`config.mk`:
```
export PLATFORM = sky130hd
export DESIGN_NAME = hazard_ctrl
export DESIGN_NICKNAME = d
export VERILOG_FILES = /design/src/rtl/mips_pkg.sv /design/src/rtl/hazard_scoreboard.sv /design/src/rtl/hazard_ctrl.sv
export SDC_FILE = /design/constraint.sdc
export NUM_CORES = 1
export LEC_CHECK = 0
export BUFFER_PORTS_ARGS = -buffer_cell sky130_fd_sc_hd__buf_2
export CORE_MARGIN = 5
export CORE_UTILIZATION = 56
export CTS_CLUSTER_DIAMETER = 50
export DETAILED_ROUTE_END_ITERATION = 10
export MAX_ROUTING_LAYER = met4
export PLACE_DENSITY = 0.84
export SLEW_MARGIN = 20
export SYNTH_ARGS = -nofsm -noshare
export SYNTH_HDL_FRONTEND = slang
export SYNTH_SLANG_ARGS = --single-unit
```
`constraint.sdc`:
```
create_clock -name clk -period 4.62 [get_ports clk]
set_clock_uncertainty 0.05 [all_clocks]
set_input_delay 0.693 -clock clk [delete_from_list [all_inputs] [get_ports clk]]
set_output_delay 0.693 -clock clk [all_outputs]
set_load 0.05 [all_outputs]
```
`src/rtl/mips_pkg.sv`:
```
// Shared definitions for the MIPS pipeline control blocks: forward-select codes,
// hazard FSM state encoding and the default register-address width.
package mips_pkg;

  localparam int DEFAULT_REG_AW = 5;

  localparam logic [1:0] FWD_RF  = 2'b00;
  localparam logic [1:0] FWD_MEM = 2'b01;
  localparam logic [1:0] FWD_WB  = 2'b10;

  typedef enum logic [1:0] {
    HZ_HOLD  = 2'd0,
    HZ_RUN   = 2'd1,
    HZ_STALL = 2'd2,
    HZ_FLUSH = 2'd3
  } hz_state_e;

  // The youngest producer wins: an EX-stage writer shadows an older MEM-stage one.
  function automatic logic [1:0] fwd_sel(input logic ex_hit, input logic mem_hit);
    if (ex_hit) begin
      return FWD_MEM;
    end
    if (mem_hit) begin
      return FWD_WB;
    end
    return FWD_RF;
  endfunction

endpackage

```
`src/rtl/hazard_scoreboard.sv`:
```
// Three-entry shift register of in-flight register writers (index 0=EX, 1=MEM,
// 2=WB) with per-stage RAW match bits for the two ID source operands.
module hazard_scoreboard
  import mips_pkg::*;
#(
  parameter int REG_AW = DEFAULT_REG_AW
) (
  input  logic              clk,
  input  logic              rst_n,
  input  logic              shift_en_i,
  input  logic              push_valid_i,
  input  logic              push_load_i,
  input  logic [REG_AW-1:0] push_dst_i,
  input  logic [REG_AW-1:0] rs_i,
  input  logic [REG_AW-1:0] rt_i,
  input  logic              use_rs_i,
  input  logic              use_rt_i,
  output logic [2:0]        hit_rs_o,
  output logic [2:0]        hit_rt_o,
  output logic              ex_is_load_o
);

  logic [2:0]        valid_q;
  logic [2:0]        load_q;
  logic [REG_AW-1:0] dst_q [3];

  always_ff @(posedge clk) begin
    if (!rst_n) begin
      valid_q <= '0;
      load_q  <= '0;
      for (int i = 0; i < 3; i++) begin
        dst_q[i] <= '0;
      end
    end else if (shift_en_i) begin
      valid_q  <= {valid_q[1:0], push_valid_i};
      load_q   <= {load_q[1:0], push_valid_i & push_load_i};
      dst_q[0] <= push_dst_i;
      dst_q[1] <= dst_q[0];
      dst_q[2] <= dst_q[1];
    end
  end

  // $0 is hard-wired, so a reader of $0 never depends on anything in flight.
  generate
    for (genvar gi = 0; gi < 3; gi++) begin : g_match
      assign hit_rs_o[gi] = valid_q[gi] && use_rs_i && (rs_i != '0) && (dst_q[gi] == rs_i);
      assign hit_rt_o[gi] = valid_q[gi] && use_rt_i && (rt_i != '0) && (dst_q[gi] == rt_i);
    end
  endgenerate

  assign ex_is_load_o = load_q[0];

endmodule

```
`src/rtl/hazard_ctrl.sv`:
```
// Decode-stage hazard controller: RAW stalls, branch flushes and registered EX
// forward selects. Define HAZARD_FORWARD_EN for forwarding; otherwise stall-only.
module hazard_ctrl
  import mips_pkg::*;
#(
  parameter int REG_AW      = DEFAULT_REG_AW,
  parameter int STALL_CNT_W = 16
) (
  input  logic                   clk,
  input  logic                   rst_n,
  input  logic                   id_valid,
  input  logic [REG_AW-1:0]      id_rs,
  input  logic [REG_AW-1:0]      id_rt,
  input  logic                   id_use_rs,
  input  logic                   id_use_rt,
  input  logic [REG_AW-1:0]      id_dst,
  input  logic                   id_reg_write,
  input  logic                   id_mem_read,
  input  logic                   ex_branch_taken,
  output logic                   pc_hold,
  output logic                   ifid_hold,
  output logic                   ifid_flush,
  output logic                   idex_bubble,
  output logic [1:0]             fwd_a,
  output logic [1:0]             fwd_b,
  output logic [STALL_CNT_W-1:0] stall_cnt
);

  hz_state_e              state_q, state_d;
  logic [2:0]             hit_rs, hit_rt;
  logic                   ex_is_load;
  logic                   raw_hazard;
  logic                   push_valid;
  logic                   pc_hold_c, ifid_hold_c, ifid_flush_c, idex_bubble_c;
  logic [STALL_CNT_W-1:0] stall_cnt_q, stall_cnt_d;

  assign push_valid = id_valid && id_reg_write && (id_dst != '0) && !idex_bubble_c;

  hazard_scoreboard #(
    .REG_AW (REG_AW)
  ) u_scoreboard (
    .clk          (clk),
    .rst_n        (rst_n),
    .shift_en_i   (state_q != HZ_HOLD),
    .push_valid_i (push_valid),
    .push_load_i  (id_mem_read),
    .push_dst_i   (id_dst),
    .rs_i         (id_rs),
    .rt_i         (id_rt),
    .use_rs_i     (id_valid && id_use_rs),
    .use_rt_i     (id_valid && id_use_rt),
    .hit_rs_o     (hit_rs),
    .hit_rt_o     (hit_rt),
    .ex_is_load_o (ex_is_load)
  );

`ifdef HAZARD_FORWARD_EN
  logic [1:0] fwd_a_q, fwd_b_q;
  logic       unused_wb_hits;

  assign raw_hazard     = ex_is_load && (hit_rs[0] || hit_rt[0]);
  assign unused_wb_hits = hit_rs[2] | hit_rt[2];

  // Selects travel with the instruction into ID/EX; a bubble carries no operands.
  always_ff @(posedge clk) begin
    if (!rst_n || idex_bubble_c) begin
      fwd_a_q <= FWD_RF;
      fwd_b_q <= FWD_RF;
    end else begin
      fwd_a_q <= fwd_sel(hit_rs[0], hit_rs[1]);
      fwd_b_q <= fwd_sel(hit_rt[0], hit_rt[1]);
    end
  end

  assign fwd_a = rst_n ? fwd_a_q : FWD_RF;
  assign fwd_b = rst_n ? fwd_b_q : FWD_RF;
`else
  logic unused_sb;

  // The WB producer is covered by the register-file write-through.
  assign raw_hazard = (|hit_rs[1:0]) || (|hit_rt[1:0]);
  assign unused_sb  = hit_rs[2] | hit_rt[2] | ex_is_load;
  assign fwd_a      = FWD_RF;
  assign fwd_b      = FWD_RF;
`endif

  always_ff @(posedge clk) begin
    if (!rst_n) begin
      state_q     <= HZ_HOLD;
      stall_cnt_q <= '0;
    end else begin
      state_q     <= state_d;
      stall_cnt_q <= stall_cnt_d;
    end
  end

  always_comb begin
    state_d = state_q;
    if (state_q == HZ_HOLD) begin
      state_d = HZ_RUN;
    end else if (ex_branch_taken) begin
      state_d = HZ_FLUSH;
    end else if (raw_hazard) begin
      state_d = HZ_STALL;
    end else begin
      state_d = HZ_RUN;
    end
  end

  // Flush and stall act in the cycle their cause is seen; the state register
  // records what was done so the next cycle re-evaluates from fresh inputs.
  always_comb begin
    pc_hold_c     = 1'b0;
    ifid_hold_c   = 1'b0;
    ifid_flush_c  = 1'b0;
    idex_bubble_c = 1'b0;
    if (!rst_n) begin
      pc_hold_c = 1'b0;
    end else if (state_q == HZ_HOLD) begin
      pc_hold_c   = 1'b1;
      ifid_hold_c = 1'b1;
    end else if (ex_branch_taken) begin
      ifid_flush_c  = 1'b1;
      idex_bubble_c = 1'b1;
    end else if (raw_hazard) begin
      pc_hold_c     = 1'b1;
      ifid_hold_c   = 1'b1;
      idex_bubble_c = 1'b1;
    end
  end

  always_comb begin
    stall_cnt_d = stall_cnt_q;
    if (pc_hold_c && (state_q != HZ_HOLD) && (stall_cnt_q != '1)) begin
      stall_cnt_d = stall_cnt_q + STALL_CNT_W'(1);
    end
  end

  assign pc_hold     = pc_hold_c;
  assign ifid_hold   = ifid_hold_c;
  assign ifid_flush  = ifid_flush_c;
  assign idex_bubble = idex_bubble_c;
  assign stall_cnt   = rst_n ? stall_cnt_q : '0;

endmodule

```
# Word-level counts from Yosys, hierarchy flattened
# Memories as Yosys holds them, arrays and structs flattened.
# Cells that the tools add are included.
# classes
n_addsub	1
n_eq_ne	5
mux	21
bitwise	4
reduce_logical	29
# ops
operator	n
5-bit equality test	4
1-bit logical AND	19
16-bit by 1-bit adder with 16-bit output (second input constant)	1
16-bit two-way mux	1
16-bit inequality test (second input constant)	1
1-bit two-way mux	15
5-bit two-way mux	3
5-bit nonzero test	3
2-bit OR reduction	3
2-bit two-way mux	2
1-bit OR	3
2-bit zero test	1
2-bit nonzero test	1
1-bit zero test	1
1-bit logical OR	1
1-bit NOT	1
# totals
ff_bits	20
ram_bits	15
input_bits	23
output_inout_bits	24
wordCells	65
memories	1
# memory_table
name	depth	word_bits	rd	rd_clocked_by_memory_dff	write_ports	line_no	source
u_scoreboard.dst_q	3	5	2	0	3	hazard_scoreboard.sv:25	logic [REG_AW-1:0] dst_q [3];

# Logic depth before layout (Yosys ltp)
# logic_depth
word_depth	12
depth_mapped	8
depth_no_buf	7

# Modules after synthesis
# From an unflattened synthesis, not the netlist that was laid out.
# unflattened
hier_cells	239
area_unflattened_um2	2275.9
# by_module_without_submodules
module	instances	cells_each	area_each_um2	seq_area_each_um2
hazard_ctrl	1	139	1176.1	360.3
hazard_scoreboard	1	100	1099.8	530.5

# Worst setup path after synthesis
# OpenSTA, ideal clock, no wires.
# synth_timing
path_type	input to output
startpoint	input port id_rt[1]
endpoint	output port pc_hold
arrival_ns	3.044
t_required_ns	3.877
path_slack_ns	0.833
cell_stages	6
path_cell_list	xnor2_1 nand4_1 o22ai_1 a22oi_1 o21ai_0 buf_4
# synth_between
elab_chain_len	9
word_cells_on_any_way	13
cone_classes	2 x eq/ne; 4 x mux; 7 x reduce/logical
# synth_rtl
element	line_no	source
from (decl)	hazard_ctrl.sv:13	input logic [REG_AW-1:0] id_rt,
5-bit nonzero test	hazard_scoreboard.sv:47	assign hit_rt_o[gi] = valid_q[gi] && use_rt_i && (rt_i != '0) && (dst_q[gi] == rt_i);
1-bit logical AND (2 in a row)	hazard_scoreboard.sv:47	
2-bit OR reduction *	hazard_ctrl.sv:81	assign raw_hazard = (|hit_rs[1:0]) || (|hit_rt[1:0]);
1-bit logical OR *	hazard_ctrl.sv:81	
1-bit two-way mux * (4 in a row)	-	
to (decl)	hazard_ctrl.sv:20	output logic pc_hold,
# Mark *: on every way between the ends. The rest lies on a longest branch, timed or not.

==> results.cfg <==
[grt]
grt_pass1_wl_um = 6580
antenna_found_initial = 0
grt_max_degree = 22
grt_pass1_vias = 1465
gr-total-overflow = 0
grt_usage = 0.201

[timing]
setup_viol = 0
slew_viol_final = 0
max_freq_ghz = 0.312
rsz0062_at_grt = no
maxSlewHeadroom = 0.596
hold_violations = 0
finalCritPeriodShare = 0.694
worst_pin_slew_ps = 607
fin_tns_setup_ps = 0
period_needed_ps = 3210

[cts]
clk_latency_ps = 320
cts_tree = done
clock-sinks = 30
htreeDepth = 2
cts_buffers = 5
cts_hold_buf = 0
clkSlewWorstSetupHoldPaths_ps = 90
cts.path.max_buffers = 2
cts_resized = 0
cts_setup_buffers = 0
cts_root_buf = clkbuf_4

[floorplanning]
die_area_um2 = 4480
die_w_um = 66.9
die_height_um = 66.9
ioPinCount = 47
core_um2 = 3080
start_util = 0.589
num_rows = 20

[logic_synthesis]
syn_inst = 199
yosysWarnings = 0
synth-edff-count = 10
yosys.cell_types.count = 41
synth_seq_cells = 30
ys_seq_area_frac = 0.386
netlist_area_um2 = 1810
async_flop_share = 0
ys.flop_type = dfxtp_1
synth.avg_cell_area_um2 = 9.11

[layout]
nets = 265
drive_gt1_frac = 0.220
n_antenna_cell = 0
design_area_um2 = 2070
utilization = 0.674
syn_to_final_growth_pct = 14.4

[pwr]
p_leak_uw = 0.000823
ir_drop_uv = 157
cellPowerDensity_nw_per_um2 = 247

[worst_hold_path]
holdCritPathClass = reg2reg

[place]
dpl.hpwl_um = 3210
dpl_cell_area_um2 = 2030
gp_congestion = 0.903
io_buffer_count = 41

[setup_path]
endpoint_kind = output pin
r2r_setup_slack_ps = 2160
critPathKind = reg2out
worst_ep_required_time_ps = 3880
worst_setup_path_start_kind = register
critPathMaxFanout = 5
crit_arrival_ps = 2460

[routing]
firstDrtPassIters = 4
final_antenna_net_count = 0
drc_errors = 0
vias = 1602
viasPerCell = 5.62
wl_um = 4240
wl_per_cell_um = 14.9
drtIter0Drc = 116

[status]
status = finished, final reports clean

[job]
cap_violations = 0
-- per-layer routing --
layer / up-vias / track usage / routed length [um] / part of all wire
met5: - / - / 0 / 0
met4: 0 / 0.0734 / 65 / 0.015
met3: 8 / 0.0540 / 318 / 0.075
met2: 65 / 0.302 / 1960 / 0.46
met1: 735 / 0.259 / 1900 / 0.45
li1: 794 / - / - / -
-- power by group --
part / total (uW) / internal [uW] / switching [uW]
combinational: 80.2 / 31.5 / 48.7
clock: 139 / 57.3 / 81.4
sequential: 293 / 283 / 9.75
-- synthesized netlist by cell type, types with 2 or more instances --
| cell type | instances | area [um^2] |
|---|---|---|
| o21ai_1 | 3 | 15.0 |
| clkbuf_1 | 4 | 15.0 |
| and2_1 | 26 | 163 |
| o21ai_0 | 6 | 30.0 |
| xnor2_1 | 20 | 175 |
| or3_1 | 6 | 37.5 |
| nand4_1 | 7 | 43.8 |
| xor2_1 | 2 | 17.5 |
| nand3_1 | 8 | 40.0 |
| inv_1 | 4 | 15.0 |
| a21oi_1 | 8 | 40.0 |
| dfxtp_1 | 20 | 400 |
| mux2_1 | 5 | 56.3 |
| nor4_1 | 5 | 31.3 |
| nor3_1 | 5 | 25.0 |
| nand2_1 | 14 | 52.6 |
| edfxtp_1 | 10 | 300 |
| nor2_1 | 14 | 52.6 |
| or4_1 | 2 | 15.0 |
| and3_1 | 2 | 12.5 |
| buf_4 | 5 | 37.5 |
| o31ai_1 | 2 | 15.0 |
| a22o_1 | 3 | 26.3 |
-- sequential cells by signal, indices dropped and copies added, names as in the netlist --
signal,flops
u_scoreboard.dst_q,10
stall_cnt_q,16
state_q,2
u_scoreboard.valid_q,2
-- worst max-delay path, stage by stage, from the launching register on --
cell and delay (ps):
edfxtp_1 480, xnor2_1 200, nand4_1 100, o22ai_1 490, a22oi_1 200, o21ai_0 340
buf_2 340
-- cell type report --
| cell class | count | area (um^2) |
|---|---|---|
| sequential | 30 | 701 |
| inverter | 4 | 15.0 |
| multi-input combinational | 158 | 1040 |
| timing repair buffer | 42 | 213 |
| clock buffer | 7 | 45.0 |
| fill | 259 | 1000 |
| tap | 44 | 55.1 |
-- logic make-up (layout without fill, tap and decap cells) --
kind of cell / count (synthesis) / count (layout) / synth area share
simple gates: 94 / 94 / 0.288
mux: 6 / 6 / 0.0366
flops: 30 / 30 / 0.386
buf+inv: 14 / 53 / 0.0435
compound gates: 31 / 31 / 0.130
other cells: 1 / 4 / 0.00207
fa+ha+maj: 1 / 1 / 0.00690
xor+xnor: 22 / 22 / 0.106
-- worst paths after layout --
kind | from | end | depth (start not counted)
max reg2reg | u_scoreboard.dst_q[0][0] | stall_cnt_q[13] | 6
min reg2reg | stall_cnt_q[4] | stall_cnt_q[4] | 2
max | u_scoreboard.dst_q[0][0] | ifid_hold | 6
min | stall_cnt_q[4] | stall_cnt_q[4] | 2
-- metrics by stage --
stage	worst slack, ps	cells	total power, uW	hold slack [ps]
final	1410	285	512	469
after detailed placement	1450	278	379	449
after global placement	1410	278	376	427
after floorplan	833	202	355	410
after global routing	1300	285	540	487
after CTS	1420	285	516	466
-- cells in the final DEF (no fill, tap or decap), types with 4 or more instances in the layout --
cell / n
nand4_1: 7
nand2_1: 14
a21oi_1: 8
mux2_1: 5
and2_1: 26
xnor2_1: 20
buf_2: 41
or3_1: 6
inv_1: 4
conb_1: 4
nor3_1: 5
dfxtp_1: 20
clkbuf_4: 5
nor4_1: 5
nand3_1: 8
o21ai_0: 6
nor2_1: 14
edfxtp_1: 10
(Power assumes the default switching activity.)
